`config.mk`:
```
export PLATFORM = sky130hd
export DESIGN_NAME = router_input_ctrl
export DESIGN_NICKNAME = d
export VERILOG_FILES = /design/src/rtl/router_input_ctrl.sv
export SDC_FILE = /design/constraint.sdc
export NUM_CORES = 1
export LEC_CHECK = 0
export ABC_AREA = 1
export BUFFER_PORTS_ARGS = -buffer_cell sky130_fd_sc_hd__buf_4
export CORE_UTILIZATION = 55
export DETAILED_ROUTE_END_ITERATION = 16
export PLACE_DENSITY = 0.85
export SKIP_CTS_REPAIR_TIMING = 1
export SYNTH_ARGS = -nofsm -noshare
export SYNTH_HDL_FRONTEND = slang
export SYNTH_SLANG_ARGS = --single-unit
export TNS_END_PERCENT = 10
```
`constraint.sdc`:
```
create_clock -name clk -period 1.25 [get_ports clk]
set_input_delay 0.25 -clock clk [delete_from_list [all_inputs] [get_ports clk]]
set_output_delay 0.25 -clock clk [all_outputs]
set_load 0.1 [all_outputs]
```
`src/rtl/router_input_ctrl.sv`:
```
// Input-port controller for a two-virtual-channel ring router.
// A global polarity picks which channel fills from upstream and which offers downstream.
module router_input_ctrl #(
    parameter int unsigned DATA_WIDTH = 64
) (
    input  logic                  clk,
    input  logic                  reset,
    input  logic                  polarity,
    input  logic                  si,
    output logic                  ri,
    input  logic [DATA_WIDTH-1:0] di,
    output logic [DATA_WIDTH-1:0] dout,
    output logic                  req,
    input  logic                  ack
);

    logic [DATA_WIDTH-1:0] even_buf_q, even_buf_d;
    logic [DATA_WIDTH-1:0] odd_buf_q,  odd_buf_d;
    logic                  even_full_q, even_full_d;
    logic                  odd_full_q,  odd_full_d;

    // Next state: the input-side channel captures a flit, the output-side channel drains on ack.
    always_comb begin
        even_buf_d  = even_buf_q;
        odd_buf_d   = odd_buf_q;
        even_full_d = even_full_q;
        odd_full_d  = odd_full_q;
        if (polarity) begin
            if (si && !even_full_q) begin
                even_buf_d  = di;
                even_full_d = 1'b1;
            end
            if (ack && odd_full_q) begin
                odd_full_d = 1'b0;
            end
        end else begin
            if (si && !odd_full_q) begin
                odd_buf_d  = di;
                odd_full_d = 1'b1;
            end
            if (ack && even_full_q) begin
                even_full_d = 1'b0;
            end
        end
    end

    // State registers with synchronous reset that discards both buffered flits.
    always_ff @(posedge clk) begin
        if (reset) begin
            even_buf_q  <= '0;
            odd_buf_q   <= '0;
            even_full_q <= 1'b0;
            odd_full_q  <= 1'b0;
        end else begin
            even_buf_q  <= even_buf_d;
            odd_buf_q   <= odd_buf_d;
            even_full_q <= even_full_d;
            odd_full_q  <= odd_full_d;
        end
    end

    // Handshake and data outputs follow polarity with no register stage.
    always_comb begin
        if (polarity) begin
            ri   = !even_full_q;
            req  = odd_full_q;
            dout = odd_buf_q;
        end else begin
            ri   = !odd_full_q;
            req  = even_full_q;
            dout = even_buf_q;
        end
    end

endmodule

```
==> impl_metrics.yaml <==
pwr:
  clkPwrFrac_pct: 38.3
  power_switching_w: 0.00435
  p_per_area_nw_per_um2: 1470
  ir_drop_mv: 1.10
  p_seq_share_pct: 34.1
  p_int_w: 0.00917
  p_sw_share_pct: 32.2
  pwr-share-comb_pct: 27.7
  p_leak_nw: 4.49
detailed_routing:
  drt-initial-drc-count: 477
  drc: 0
  wl_met3_um: 874
  met2WireLength_um: 9390
  drt-met1-wl_um: 6850
  vias: 6475
  top_layer_used: "met4"
  routed_via_density: 5.21
  firstDrtPassIters: 6
  route.antenna.remaining_nets: 0
  totalWireLength_um: 17500
  detail_route.wl_per_cell_um: 14.1
setup_path:
  cp_top_family: "flip-flops"
  max_stage_delay_ps: 350
  worstPathCellList: "nand2_1 > o21ai_2 > buf_12"
  crit_arrival_ps: 1190
  cpMaxStageDelayCell: "dfxtp_1"
  crit_type: "reg2out"
  path_max_fanout: 2
  r2r_start: "even_full_q"
  crit_path_end_kind: "output pin"
  r2r_end: "even_buf_q[12]"
  start_kind: "flop"
  crit_buf_inv: 1
  cp_num_cells: 3
  rrSetupSlack_ps: -140
  cp.required_ps: 1000
  worstRegToRegCells: 8
clocking:
  htree_num_levels: 4
  cts_sinks: 130
  clkLatencyLatePin_ps: 410
  cts-root-buf: "clkbuf_16"
  cts_buffers: 17
  cts_buffer_depth: 2
  clk_pin_slew_ps: 60
  cts_tree: "yes"
global_route:
  grt_pass1_vias: 5309
  antenna_found_initial: 0
  grt_overflow: 0
  grt_max_degree: 53
  grt_usage_pct: 25.3
  grt_pass1_wl_um: 23500
floorplan:
  std_cell_rows: 38
  num_io_pins: 135
  coreArea_sq_um: 10900
  initial_core_util_pct: 56.7
  die_y_um: 108
  dieArea_sq_um: 11700
  die_x_um: 108
cells_and_area:
  fillers: 590
  areaGrowthSynthToFinish_pct: 48.1
  stdcell_count: 1242
  final_cell_mix: "nand2_1, nor2_1, inv_1"
  fin_util_pct: 84.1
  final_net_count: 1159
  layout_commonest_cell: "nand2_1"
  n_antenna_cell: 0
  drive_gt1_share_pct: 28.5
yosys:
  syn_area_per_cell_sq_um: 6.31
  synth_nets: 1053
  muxShareOfSynthArea_pct: 0
  synthTopCellsByArea: "dfxtp_1, nand2_1, nor2_1, inv_1, o21ai_0"
  synth.distinct_cells: 14
  synthAdderAreaFrac_pct: 0
  synth-xor-area-share_pct: 0
  synth_area_sq_um: 6200
  netlist.area_leader.share_pct: 41.9
  synth-seq-cells: 130
  synth_top_family_by_area: "simple AND/OR/NAND/NOR gates"
  ys_seq_area_share_pct: 41.9
  yosysWarnings: 0
  synth_top_area_cell: "dfxtp_1"
  synth_compound_area_share_pct: 10.7
  syn_inst: 984
  yosys.area_share.simple_pct: 32.8
sta:
  grt_setup_unrepaired: "yes"
  fin_crit_ps: 1440
  maxSlewHeadroom_pct: 79.8
  slew_violations: 0
  whs_ps: 11.2
  final-setup-viol-count: 129
  fin_skew_ps: 6.50
  hold_violations: 0
  tightest_slew_ps: 303
  fin_ws_ps: -186
  fmax_mhz: 696
  post-route-period-util_pct: 115
status:
  violations: "setup timing"
  outcome: "finished with violations"
place:
  post-place-cells: 1209
  post-place-ws_ps: -152
  hpwlAfterDp_um: 9130
  gp_congestion: 0.779
  port_buffers: 134
min_path:
  whs_endpoint: "odd_full_q"
  hp-class: "in2reg"
  hold_depth: 2
  holdCritStartpoint: "reset"
job:
  cap_violations: 0
-- worst reg2reg max path, stage by stage (launching register included) --
cell and delay (ps):
dfxtp_2 330, inv_4 90, buf_4 110, buf_4 100
nand3_4 160, buf_12 230, nand2_1 90, nand2_1 70
nor2_1 130
-- power groups by stage --
stage	clock network [W]	registers [W]	logic, W
after floorplan	0	0.00461	0.00235
after global placement	0	0.00464	0.00299
final	0.00517	0.00460	0.00374
after detailed placement	0	0.00465	0.00303
after CTS	0.00525	0.00456	0.00304
after global routing	0.00543	0.00463	0.00395
-- flip-flops by register name (all words and copies together) (netlist names) --
| register | count |
|---|---|
| even_buf_q | 64 |
| even_full_q | 1 |
| odd_buf_q | 64 |
| odd_full_q | 1 |
-- through the flow --
stage	power (W)	TNS, ps	cell area [sq um]
after CTS	0.0129	-14530	8020
after floorplan	0.00696	-56360	6310
after detailed placement	0.00767	-16890	7400
final	0.0135	-12550	9190
after global routing	0.0140	-19680	9190
after global placement	0.00763	-14550	7400
-- metal layers --
layer	vias to the layer above	global-route usage, %
met4	0	9.88
met2	237	42.4
li1	3201	-
met3	38	6.15
met5	-	0
met1	2999	31.1
-- kinds of logic after synthesis --
family,Yosys count
flip-flops,130
AO/OA/AOI/OAI,133
buffers and inverters,202
AND/OR/NAND/NOR,519
-- area by class of cell --
class / instances / area (sq um) / share of cell area [%]
Multi-Input combinational cell: 652 / 3110 / 33.8
Timing Repair Buffer: 158 / 2150 / 23.4
Clock inverter: 10 / 158 / 1.72
Tap cell: 140 / 175 / 1.91
Inverter: 131 / 495 / 5.39
Clock buffer: 21 / 460 / 5.01
Sequential cell: 130 / 2650 / 28.8
-- Yosys cell counts --
master,count
a21oi_1,66
buf_1,7
buf_4,16
clkbuf_1,13
nand3_1,64
nand3_2,1
nor2_2,1
dfxtp_1,130
nor2_1,192
buf_2,29
inv_1,131
nand2_1,261
o21ai_0,67
buf_6,6
-- worst max path at each step --
| stage | slack (ps) | endpoint | start |
|---|---|---|---|
| after floorplan | -930 | dout[15] | polarity |
| after global placement | -140 | dout[17] | polarity |
| after detailed placement | -150 | dout[43] | polarity |
| after CTS | -340 | req | odd_full_q |
| after global routing | -220 | dout[5] | odd_buf_q[5] |
| final | -190 | dout[28] | odd_buf_q[28] |
(Power assumes the default switching activity.)
